**src/rtl/polyshift_pkg.sv**
```systemverilog
// Shared types and helpers for the pipelined bidirectional shifter.
// Carry-out support is selected at build time by POLYSHIFT_CARRY_OUT_EN.
package polyshift_pkg;

  typedef enum logic [1:0] {LOGIC, ARITH, RCR, ROR} SHIFT_TYPE;
  typedef enum logic {RIGHT, LEFT} SHIFT_DIR;

  // Wide enough for any supported word width (up to 256 bits).
  localparam int unsigned ShamtMaxW = 8;

  typedef struct packed {
    SHIFT_TYPE             shift_type;
    SHIFT_DIR              shift_dir;
    logic [ShamtMaxW-1:0]  shamt;
  } polyshift_op_t;

  // Shift-amount bits consumed by stage j; earlier stages take the larger groups.
  function automatic int unsigned grp_bits(int unsigned l, int unsigned n, int unsigned j);
    return l / n + ((j < l % n) ? 1 : 0);
  endfunction

  function automatic int unsigned grp_off(int unsigned l, int unsigned n, int unsigned j);
    return j * (l / n) + ((j < l % n) ? j : l % n);
  endfunction

endpackage

```
**src/rtl/polyshift_stage.sv**
```systemverilog
// One pipeline stage: partial right-shift over a group of shift bits plus valid/ready register.
// Carry tracking exists only with POLYSHIFT_CARRY_OUT_EN.
module polyshift_stage
  import polyshift_pkg::*;
#(
  parameter int unsigned Width = 8,
  parameter int unsigned ShW   = 3,
  parameter int unsigned Off   = 0,
  parameter int unsigned Nb    = 1
) (
  input  logic                 clk,
  input  logic                 reset,
  input  logic                 i_valid,
  output logic                 o_ready,
  input  logic [2*Width-2:0]   i_vec,
  input  polyshift_op_t        i_op,
`ifdef POLYSHIFT_CARRY_OUT_EN
  input  logic                 i_carry,
  output logic                 o_carry,
`endif
  output logic                 o_valid,
  input  logic                 i_ready,
  output logic [2*Width-2:0]   o_vec,
  output polyshift_op_t        o_op
);

  localparam int unsigned VecW = 2 * Width - 1;

  logic [ShW-1:0]  w_amt;
  logic [VecW-1:0] w_vec;
  polyshift_op_t   w_op;

  logic            r_valid;
  logic [VecW-1:0] r_vec;
  polyshift_op_t   r_op;

`ifdef POLYSHIFT_CARRY_OUT_EN
  logic [VecW:0]   w_sh;
  logic            w_carry;
  logic            r_carry;
`endif

  always_comb begin
    w_amt = '0;
    w_amt[Off +: Nb] = i_op.shamt[Off +: Nb];
    w_op = i_op;
    w_op.shamt[Off +: Nb] = '0;
`ifdef POLYSHIFT_CARRY_OUT_EN
    // The carry rides below bit 0 so the last bit shifted out lands in w_sh[0].
    w_sh    = {i_vec, i_carry} >> w_amt;
    w_vec   = w_sh[VecW:1];
    w_carry = w_sh[0];
`else
    w_vec = i_vec >> w_amt;
`endif
  end

  assign o_ready = !r_valid || i_ready;

  always_ff @(posedge clk) begin
    if (reset) begin
      r_valid <= 1'b0;
      r_vec   <= '0;
      r_op    <= '0;
`ifdef POLYSHIFT_CARRY_OUT_EN
      r_carry <= 1'b0;
`endif
    end else if (o_ready) begin
      r_valid <= i_valid;
      if (i_valid) begin
        r_vec <= w_vec;
        r_op  <= w_op;
`ifdef POLYSHIFT_CARRY_OUT_EN
        r_carry <= w_carry;
`endif
      end
    end
  end

  assign o_valid = r_valid;
  assign o_vec   = r_vec;
  assign o_op    = r_op;
`ifdef POLYSHIFT_CARRY_OUT_EN
  assign o_carry = r_carry;
`endif

endmodule

```
**src/rtl/polyshift_pipe.sv**
```systemverilog
// Pipelined bidirectional shifter (LOGIC/ARITH/RCR/ROR) with valid/ready on both sides.
// Optional C_OUT port is enabled by defining POLYSHIFT_CARRY_OUT_EN.
module polyshift_pipe
  import polyshift_pkg::*;
#(
  parameter int unsigned word_width = 8,
  parameter int unsigned stages     = 2
) (
  input  logic                          clk,
  input  logic                          reset,
  input  logic                          IN_VALID,
  output logic                          IN_READY,
  input  logic [word_width-1:0]         D_IN,
  input  logic [word_width-2:0]         C_IN,
  input  logic [$clog2(word_width)-1:0] shift_size,
  input  SHIFT_TYPE                     shift_type,
  input  SHIFT_DIR                      shift_dir,
  output logic                          OUT_VALID,
  input  logic                          OUT_READY,
`ifdef POLYSHIFT_CARRY_OUT_EN
  output logic                          C_OUT,
`endif
  output logic [word_width-1:0]         D_OUT
);

  localparam int unsigned ShW  = $clog2(word_width);
  localparam int unsigned VecW = 2 * word_width - 1;

  logic [word_width-1:0] w_d_rev, w_d, w_res, w_res_rev;
  logic [word_width-2:0] w_c_rev, w_c, w_ext;
  SHIFT_TYPE             w_type;

  logic                  w_valid [stages+1];
  logic                  w_rdy   [stages+1];
  logic [VecW-1:0]       w_vec   [stages+1];
  polyshift_op_t         w_op    [stages+1];
`ifdef POLYSHIFT_CARRY_OUT_EN
  logic                  w_carry [stages+1];
`endif
  logic                  w_unused;

  // LEFT runs the right-shift network on bit-reversed operands; the fill word sits above D.
  always_comb begin
    w_d_rev = {<<{D_IN}};
    w_c_rev = {<<{C_IN}};
    w_d     = (shift_dir == LEFT) ? w_d_rev : D_IN;
    w_c     = (shift_dir == LEFT) ? w_c_rev : C_IN;
    w_type  = (shift_dir == LEFT && shift_type == ARITH) ? LOGIC : shift_type;
    unique case (w_type)
      LOGIC:   w_ext = '0;
      ARITH:   w_ext = {(word_width-1){w_d[word_width-1]}};
      RCR:     w_ext = w_c;
      ROR:     w_ext = w_d[word_width-2:0];
      default: w_ext = '0;
    endcase
  end

  assign w_valid[0]      = IN_VALID;
  assign w_vec[0]        = {w_ext, w_d};
  assign w_op[0]         = '{shift_type: w_type, shift_dir: shift_dir,
                             shamt: ShamtMaxW'(shift_size)};
  assign w_rdy[stages]   = OUT_READY;
  assign IN_READY        = w_rdy[0];
`ifdef POLYSHIFT_CARRY_OUT_EN
  assign w_carry[0]      = 1'b0;
`endif

  for (genvar j = 0; j < stages; j++) begin : g_stage
    polyshift_stage #(
      .Width (word_width),
      .ShW   (ShW),
      .Off   (grp_off(ShW, stages, j)),
      .Nb    (grp_bits(ShW, stages, j))
    ) u_stage (
      .clk     (clk),
      .reset   (reset),
      .i_valid (w_valid[j]),
      .o_ready (w_rdy[j]),
      .i_vec   (w_vec[j]),
      .i_op    (w_op[j]),
`ifdef POLYSHIFT_CARRY_OUT_EN
      .i_carry (w_carry[j]),
      .o_carry (w_carry[j+1]),
`endif
      .o_valid (w_valid[j+1]),
      .i_ready (w_rdy[j+1]),
      .o_vec   (w_vec[j+1]),
      .o_op    (w_op[j+1])
    );
  end

  always_comb begin
    w_res     = w_vec[stages][word_width-1:0];
    w_res_rev = {<<{w_res}};
    D_OUT     = (w_op[stages].shift_dir == LEFT) ? w_res_rev : w_res;
  end

  assign OUT_VALID = w_valid[stages];
`ifdef POLYSHIFT_CARRY_OUT_EN
  assign C_OUT     = w_carry[stages];
`endif

  assign w_unused = ^{w_vec[stages][VecW-1:word_width], w_op[stages].shift_type,
                      w_op[stages].shamt};

endmodule

```
**config.mk**
```make
export PLATFORM = sky130hd
export DESIGN_NAME = polyshift_pipe
export DESIGN_NICKNAME = d
export VERILOG_FILES = /design/src/rtl/polyshift_pkg.sv /design/src/rtl/polyshift_stage.sv /design/src/rtl/polyshift_pipe.sv
export SDC_FILE = /design/constraint.sdc
export NUM_CORES = 1
export LEC_CHECK = 0
export BUFFER_PORTS_ARGS = -buffer_cell sky130_fd_sc_hd__buf_2
export CAP_MARGIN = 20
export CORE_UTILIZATION = 64
export CTS_CLUSTER_DIAMETER = 100
export DETAILED_ROUTE_END_ITERATION = 7
export HOLD_SLACK_MARGIN = 0.03
export PLACE_DENSITY = 0.95
export SYNTH_ARGS = -nofsm -noshare
export SYNTH_HDL_FRONTEND = slang
export SYNTH_HIERARCHICAL = 1
export SYNTH_SLANG_ARGS = --single-unit
```
**constraint.sdc**
```tcl
create_clock -name clk -period 4.4 [get_ports clk]
set_input_delay 0.88 -clock clk [delete_from_list [all_inputs] [get_ports clk]]
set_output_delay 0.88 -clock clk [all_outputs]
set_load 0.05 [all_outputs]
```
# Word-level counts from Yosys, hierarchy flattened
# Index checks and enable logic that the tools add are counted.
# word_totals
wordCells,26
ff_bits,28
out_inout_bits,10
inputBits,25
# classes
n_reduce_logical,8
shift,2
eq_ne,4
muxes,5
# op_table
operator,n
7-bit case mux with 4 select lines,1
8-bit 2-to-1 mux,2
15-bit by 2-bit >> shifter with 15-bit output,1
15-bit by 3-bit >> shifter with 8-bit output,1
7-bit 2-to-1 mux,1
2-bit by 1-bit == test with 1-bit output (second input constant),2
2-bit == test (second input constant),2
2-bit AND reduction,2
1-bit zero test,2
2-bit zero test,1
1-bit logical OR,2
2-bit 2-to-1 mux,1
1-bit logical AND,1

# Depth between registers and ports, before layout
# Gate-level depths: netlist (run 1).
# logic_depth
depth_word,6
ltp_mapped,8
depth_no_buf,6

# Cells and area by module
# The synthesis (run 1) kept the hierarchy.
# by_module_without_submodules
mod,cells_per_inst,n_inst,area_per_inst_um2
polyshift_stage at g_stage[0].u_stage,134,1,1251.2
polyshift_stage at g_stage[1].u_stage,121,1,1217.4
polyshift_pipe,62,1,519.2

# Worst setup path before layout (run 1)
# OpenSTA, ideal clock, no wires.
# synth_path
path_type,input port to output port
startpoint,input port OUT_READY
endpoint,output port IN_READY
stages,6
setup_slack_ns,1.619
path_buffers,2
arrival_ns,1.901
cell_sequence,nor2b_4 -> inv_4 -> buf_6 -> nor2b_1 -> inv_1 -> buf_2
# synth_lines
element,line_no,text
"start, declared",polyshift_pipe.sv:19,"input logic OUT_READY,"
"end, declared",polyshift_pipe.sv:12,"output logic IN_READY,"

==> flow_metrics.tcl, run 1 <==
set metrics [dict create \
    status "finished with violations" \
    violations "DRC" \
    first_global_vias 1366 \
    root_buffer "clkbuf_4" \
    worstPathCellList "buf_2, nor2b_4, inv_4, nor2b_1, inv_1, buf_2" \
    setup_violations 0 \
    cts_buffers 3 \
    cts.clk_slew.worst_paths_ns 0.14 \
    syn_nets 225 \
    hold_buffers 0 \
    crit_arrival_ns 1.93 \
    fp.dieH_microns 56.9 \
    ir_worst_vdd_uv 257 \
    grt_max_degree 27 \
    cp.required_ns 3.52 \
    maxSlewViolCount 0 \
    syn2layout_area_growth_pct 1.36 \
    fp.dieArea_sq_um 3240 \
    drive_gt1_share_pct 40.5 \
    syn-cell-area_sq_um 1930 \
    cp_slowest_cell "nor2b_1" \
    cts_tree "yes" \
    clock_skew_ns 0.0141 \
    postSynthCellCount 200 \
    grt_pass1_wl_mm 6.38 \
    row_count 19 \
    htree_levels 1 \
    min_period_ns 2.81 \
    drt-total-wl_mm 3.83 \
    postSynthAreaPerCell_sq_um 9.66 \
    multiInputGateArea_sq_um 1200 \
    io_pins 35 \
    final_nets 236 \
    num_vias 1493 \
    timing.final.crit_share_pct 63.8 \
    cap_viol_max_count 0 \
    crit_path_max_fanout 11 \
    initial_core_util_pct 68.9 \
    grt_util_all_layers_pct 25.0 \
    cpPeakStageDelay_ns 0.30 \
    start_kind "primary input" \
    core_sq_um 2810 \
    clkLatencyLatePin_ns 0.33 \
    postCtsSetupBuffers 0 \
    wire_per_inst_microns 15.9 \
    leakagePower_nw 0.807 \
    max_freq_mhz 356 \
    drcViolationCount 9 \
    tightestPinTransition_ns 0.716 \
    clock_sinks 25 \
    antenna_cells 0 \
    rsz0062_at_grt "no" \
    grt-ovfl-total 0 \
    yosysWarningCount 6 \
    dp_hpwl_mm 2.89 \
    cts_resized 0 \
    io_buffers 34 \
    crit_top_cell "buf_2" \
    path_class "primary input to output pin" \
    gp_congestion 0.865 \
    die_w_microns 56.9 \
    fin_setup_tns_ns 0 \
    clock_path_buffers 2 \
    area.sequential_sq_um 500 \
    drt_first_pass_iters 6 \
    finalHoldViolations 0 \
    vias_per_cell 6.20 \
    hold-worst-slack_ns 0.479 \
    nFillCells 212 \
    max_slew_margin_pct 52.1 \
    antenna_found_initial 0 \
    worst_setup_path_end_kind "output pin" \
    antenna_left 0 \
    hold_class "register to register" \
    powerDensity_nw_per_um2 269 \
    drt_first_iter_violations 83 \
]
-- state kept, by name, indices dropped and copies added, names as in the netlist --
register                 flops
g_stage.u_stage/o_vec       20
g_stage.u_stage/o_valid      2
g_stage.u_stage/o_op         3
-- cells in the final DEF (no fill, tap or decap), drive strengths merged, types with 2 or more instances in the layout --
cell type / n
buf: 34
clkbuf: 3
o22ai: 16
a211oi: 9
dfxtp: 25
mux2i: 26
nand2b: 14
nor2: 5
o21ai: 4
a211o: 2
mux2: 30
inv: 5
nand3: 4
a21oi: 19
nand2: 4
nor2b: 3
-- power breakdown --
part,total [W],switching (W),leakage [nW],internal (W)
Clock,0.000105,0.0000703,0.0139,0.0000348
Combinational,0.000163,0.0000909,0.587,0.0000725
Sequential,0.000258,0.0000155,0.206,0.000242
-- critical path, delay by kind of cell --
family / cells / cell delay, ns
buffers and inverters: 4 / 0.60
AND/OR/NAND/NOR: 2 / 0.45
-- metal layers --
layer,vias to the layer above,wire length (microns),part of all wire [%],GRT usage [%]
met1,701,1760,46,33.9
li1,744,-,-,-
met4,0,31,0.81,5.57
met3,4,205,5.3,5.67
met2,44,1830,48,41.0
met5,-,0,0,0
-- stage by stage --
| step | util (%) | worst slack [ns] | instances | area, sq um | power (W) |
|---|---|---|---|---|---|
| final | 69.8 | 1.59 | 241 | 1960 | 0.000526 |
| after global routing | 69.8 | 1.52 | 241 | 1960 | 0.000553 |
| after CTS | 69.8 | 1.60 | 241 | 1960 | 0.000526 |
| after detailed placement | 68.7 | 1.61 | 237 | 1930 | 0.000424 |
| after global placement | 68.7 | 1.67 | 237 | 1930 | 0.000417 |
| after floorplan | - | 1.84 | 200 | 1930 | 0.000398 |
-- final cells by class --
| cell class | count | area share (%) |
|---|---|---|
| tap | 31 | 1.98 |
| multi-input combinational | 142 | 61.2 |
| timing repair buffer | 34 | 8.69 |
| inverter | 5 | 1.09 |
| clock inverter | 1 | 0.383 |
| clock buffer | 3 | 1.15 |
| sequential | 25 | 25.6 |
-- path summary, 6_finish.rpt --
check,startpoint,end,slack (ns),depth (start not counted)
setup / recovery,OUT_READY,IN_READY,1.59,6
hold / removal,g_stage[0].u_stage/o_op[8]$_SDFFE_PP0P_,g_stage[1].u_stage/o_op[8]$_SDFFE_PP0P_,0.48,2
setup reg to reg,g_stage[0].u_stage/o_valid$_SDFFE_PP0P_,g_stage[0].u_stage/o_vec[5]$_SDFFE_PP0P_,2.68,3
hold reg to reg,g_stage[0].u_stage/o_op[8]$_SDFFE_PP0P_,g_stage[1].u_stage/o_op[8]$_SDFFE_PP0P_,0.48,2
No activity file was read; power rests on OpenSTA's default activity.
==> inputs of run 2 (changes only) <==
- CORE_UTILIZATION: 64 -> 60
- PLACE_DENSITY: 0.95 -> 0.94
- clock period: 4.4 -> 2.7 ns (I/O delays scaled with it)
==> run 2 against run 1 <==
Compared with the run above:
- the flow now finishes without violations
- clock skew is 0.0083 ns lower
- global-route usage shrank 2.9 points
- die area grew 6.4%
- final cell count increased by 5.4%
- critical endpoint unchanged
==> flow_metrics.tcl, run 2 (same netlist as run 1, synthesis figures left out) <==
set metrics [dict create \
    gp_congestion 0.855 \
    timing.final.crit_share_pct 83.8 \
    path_class "register to output pin" \
    dp_hpwl_mm 2.76 \
    nFillCells 255 \
    crit_path_max_fanout 11 \
    initial_core_util_pct 63.3 \
    setup_violations 0 \
    drt_first_pass_iters 4 \
    finalHoldViolations 0 \
    total_power_w 0.000846 \
    cts_resized 0 \
    root_buffer "clkbuf_4" \
    max_slew_margin_pct 51.6 \
    hold_class "primary input to register" \
    first_global_vias 1290 \
    powerDensity_nw_per_um2 429 \
    clkLatencyLatePin_ns 0.32 \
    cts.clk_slew.worst_paths_ns 0.12 \
    drcViolationCount 0 \
    fin_setup_tns_ns 0 \
    status "finished, final reports clean" \
    fp.dieH_microns 58.7 \
    cp.required_ns 2.16 \
    leakagePower_nw 0.808 \
    cts_tree "yes" \
    largest_reg_flops 20 \
    worst_setup_path_end_kind "output pin" \
    grt_util_all_layers_pct 22.2 \
    layout_commonest_cell "buf_2" \
    rsz0062_at_grt "no" \
    clock_sinks 25 \
    maxSlewViolCount 0 \
    wire_per_inst_microns 14.1 \
    use_met2_pct 35.2 \
    postCtsSetupBuffers 0 \
    min_period_ns 2.26 \
    antenna_cells 0 \
    io_buffers 34 \
    grt_pass1_wl_mm 5.90 \
    multiInputGateArea_sq_um 1200 \
    tightestPinTransition_ns 0.724 \
    grt_max_degree 27 \
    met1_usage_pct 31.5 \
    clock_skew_ns 0.00584 \
    grt-ovfl-total 0 \
    mostFrequentLayoutCells "buf_2, mux2_2, mux2i_1, dfxtp_1, a21oi_1" \
    stdcell_count 254 \
    antenna_left 0 \
    final_nets 236 \
    crit_arrival_ns 1.72 \
    drt-total-wl_mm 3.59 \
    fp.dieArea_sq_um 3450 \
    vias_per_cell 5.92 \
    hold-worst-slack_ns 0.469 \
    ir_worst_vdd_uv 359 \
    cap_viol_max_count 0 \
    antenna_found_initial 0 \
    max_freq_mhz 442 \
    cts_buffers 3 \
    io_pins 35 \
    use_met3_pct 4.62 \
    syn2layout_area_growth_pct 2.01 \
    num_vias 1503 \
    die_w_microns 58.7 \
    row_count 20 \
    clock_path_buffers 2 \
    htree_levels 1 \
    dp_cells 250 \
    drt_first_iter_violations 93 \
    core_sq_um 3050 \
    start_kind "register" \
    area.sequential_sq_um 500 \
    hold_buffers 0 \
    busiest_layer "met2" \
    drive_gt1_share_pct 40.0 \
]
run 2: layer usage:
layer  wire length, microns  part of all wire, %  vias to the layer above
li1                       -                    -                      752
met1                   1670                   47                      719
met2                   1740                   49                       29
met3                    157                  4.4                        3
met4                     17                 0.47                        0
met5                      0                    0                        -
run 2: per-stage QoR:
stage	setup slack [ns]	utilization (%)	cell area, sq um
finish	0.437	64.5	1970
floorplan	0.608	-	1930
global route	0.293	64.5	1970
global placement	0.550	63.7	1940
detailed placement	0.503	63.7	1940
CTS	0.428	64.5	1970
run 2: power by group:
group | switching, W | internal (W) | total, W
Clock | 0.000106 | 0.0000579 | 0.000164
Sequential | 0.0000240 | 0.000395 | 0.000419
Combinational | 0.000145 | 0.000118 | 0.000263
Total | 0.000275 | 0.000571 | 0.000846
run 2: worst paths after layout:
path                                              end  slack [ns]  cells after the start                               startpoint
max                                          IN_READY        0.44                      3  g_stage[0].u_stage/o_valid$_SDFFE_PP0P_
min           g_stage[0].u_stage/o_op[2]$_SDFFE_PP0P_        0.47                      3                            shift_size[2]
max reg2reg  g_stage[0].u_stage/o_vec[6]$_SDFFE_PP0P_        0.99                      3  g_stage[0].u_stage/o_valid$_SDFFE_PP0P_
min reg2reg   g_stage[1].u_stage/o_op[8]$_SDFFE_PP0P_        0.48                      2  g_stage[0].u_stage/o_op[8]$_SDFFE_PP0P_
run 2: cell type report:
type,count,share of cell area (%)
tap,44,2.79
clock buffer,4,1.33
inverter,5,1.08
sequential,25,25.4
multi-input combinational,142,60.8
timing repair buffer,34,8.63
run 2: worst max-delay path, cell delays in order, from the launching register on:
cell and delay, ns:
dfxtp_1 0.62, nor2b_1 0.37, inv_1 0.16, buf_2 0.24
==> inputs of run 3 (changes only) <==
- clock period: 2.7 -> 2.2 ns (I/O delays scaled with it)
==> run 3 against run 2 <==
Compared with the run above:
- sequential cell count is the same
- register-to-register slack got worse by 0.31 ns
- routed wire length rose by 16%
- design area up 2.0%
- clock power is 24% higher
- via count grew 4.9%
- setup slack got worse by 0.22 ns
- combinational power rose by 30%
- sequential power increased by 23%
- count of clock-buffer cells in the layout unchanged
- die area unchanged
- worst hold slack got worse by 0.098 ns
- critical endpoint unchanged
- largest power group unchanged
- highest routed layer unchanged
==> flow_metrics.tcl, run 3 (same netlist as run 1, synthesis figures left out) <==
set metrics [dict create \
    worstPathCellList "nor2b_4, inv_4, nor2b_2, inv_1, buf_2" \
    io_buffers 34 \
    htree_levels 1 \
    hold_path_end "g_stage[0].u_stage/o_op[2]$_SDFFE_PP0P_" \
    cp_slowest_cell "dfxtp_1" \
    timing.rr.start "g_stage[1].u_stage/o_valid$_SDFFE_PP0P_" \
    finalInstanceArea_sq_um 2010 \
    fp.dieH_microns 58.7 \
    stdcell_count 259 \
    grt_pass1_wl_mm 6.66 \
    fin_setup_tns_ns 0 \
    max_freq_mhz 503 \
    final_nets 241 \
    cts_tree "yes" \
    clock_sinks 25 \
    path_class "register to output pin" \
    start_kind "register" \
    min_period_ns 1.99 \
    cap_viol_max_count 0 \
    num_vias 1577 \
    gp_congestion 0.851 \
    cpPeakStageDelay_ns 0.35 \
    crit_path_max_fanout 11 \
    syn2layout_area_growth_pct 4.08 \
    fp.dieArea_sq_um 3450 \
    grt_max_degree 26 \
    mostFrequentLayoutCells "buf_2, mux2_2, mux2i_1, dfxtp_1, a21oi_1" \
    cp.buffers_inverters 3 \
    vias_per_cell 6.09 \
    first_global_vias 1420 \
    die_w_microns 58.7 \
    initial_core_util_pct 63.3 \
    dp_cells 255 \
    core_sq_um 3050 \
    maxSlewViolCount 0 \
    r2r_end "g_stage[0].u_stage/o_vec[3]$_SDFFE_PP0P_" \
    cp.required_ns 1.76 \
    cts_buffers 3 \
    place_area_sq_um 1980 \
    timing.final.crit_share_pct 90.3 \
    clock_path_buffers 2 \
    tightestPinTransition_ns 0.517 \
    dp_hpwl_mm 3.17 \
    root_buffer "clkbuf_4" \
    io_pins 35 \
    drive_gt1_share_pct 41.9 \
    ir_worst_vdd_uv 433 \
    crit_arrival_ns 1.55 \
    max_slew_margin_pct 65.5 \
    grt-ovfl-total 0 \
    row_count 20 \
    antenna_found_initial 0 \
    critPathLaunch "g_stage[1].u_stage/o_valid$_SDFFE_PP0P_" \
    min_path_cells 3 \
    r2r_cells 5 \
    layout_commonest_cell "buf_2" \
    status "finished, final reports clean" \
    grt_util_all_layers_pct 25.3 \
    clkLatencyLatePin_ns 0.32 \
    worst_path_dominant_cell_family "buffers and inverters" \
    cts.clk_slew.worst_paths_ns 0.13 \
    worst_setup_path_end_kind "output pin" \
    hold_class "primary input to register" \
    powerDensity_nw_per_um2 526 \
    rsz0062_at_grt "no" \
    r2r_setup_slack_ns 0.68 \
    finalHoldViolations 0 \
    leakagePower_nw 0.833 \
    antenna_cells 0 \
    setup_violations 0 \
    total_power_w 0.00106 \
    drcViolationCount 0 \
    drt_first_pass_iters 4 \
    wire_per_inst_microns 16.2 \
    clock_skew_ns 0.00655 \
    largest_reg_flops 20 \
    hp-start "shift_size[2]" \
    antenna_left 0 \
    drt_first_iter_violations 59 \
    drt-total-wl_mm 4.18 \
]
[run 3: changes by cell type in the layout (fill, tap and decap cells not counted)]
| cell | previous run | this run |
|---|---|---|
| buf_4 | 0 | 5 |
| nor2b_1 | 2 | 1 |
| nor2b_2 | 0 | 1 |
[run 3: how the worst max path moves through the flow]
stage	to	slack, ns	depth (start not counted)
detailed placement	g_stage[0].u_stage/o_vec[9]$_SDFFE_PP0P_	0.12	7
global placement	g_stage[0].u_stage/o_vec[10]$_SDFFE_PP0P_	0.23	7
global route	IN_READY	0.13	5
floorplan	IN_READY	0.21	6
finish	IN_READY	0.21	5
CTS	IN_READY	0.1	5
[run 3: power breakdown]
part | total, W | switching, W | internal, W
Clock | 0.000203 | 0.000132 | 0.0000711
Sequential | 0.000514 | 0.0000289 | 0.000485
Combinational | 0.000341 | 0.000190 | 0.000151
[run 3: repair_timing]
action                                  in CTS  in global routing
hold buffers                                 0                  0
endpoints found under the setup margin       0                  1
hold endpoints to repair                     0                  0
gates resized for setup                      0                  1
buffers inserted                             0                  0
[run 3: cell type report]
| class | instances | area [sq um] |
|---|---|---|
| inverter | 5 | 21.3 |
| clock buffer | 4 | 26.3 |
| fill | 234 | 1040 |
| sequential | 25 | 500 |
| tap | 44 | 55.1 |
| timing repair buffer | 39 | 208 |
| multi-input combinational | 142 | 1200 |
[run 3: metal layers]
| layer | track usage (%) | routed length (microns) | vias up |
|---|---|---|---|
| li1 | - | - | 751 |
| met5 | 0 | 0 | - |
| met3 | 4.84 | 199 | 9 |
| met2 | 42.9 | 2070 | 48 |
| met1 | 32.8 | 1850 | 769 |
| met4 | 6.80 | 61 | 0 |
[run 3: through the flow]
step | utilization [%] | worst slack [ns] | hold slack (ns)
2_1_floorplan | - | 0.208 | 0.440
3_3_place_gp | 64.9 | 0.225 | 0.458
3_5_place_dp | 64.9 | 0.116 | 0.469
4_1_cts | 65.8 | 0.0956 | 0.371
5_1_grt | 65.9 | 0.129 | 0.367
6_report | 65.9 | 0.214 | 0.371
[run 3: worst reg2reg max path, cell delays in order (launching register included)]
cell and delay, ns:
dfxtp_1 0.35, nor2b_4 0.19, inv_4 0.09, nor2b_2 0.22, or3_1 0.38, o22ai_1 0.17
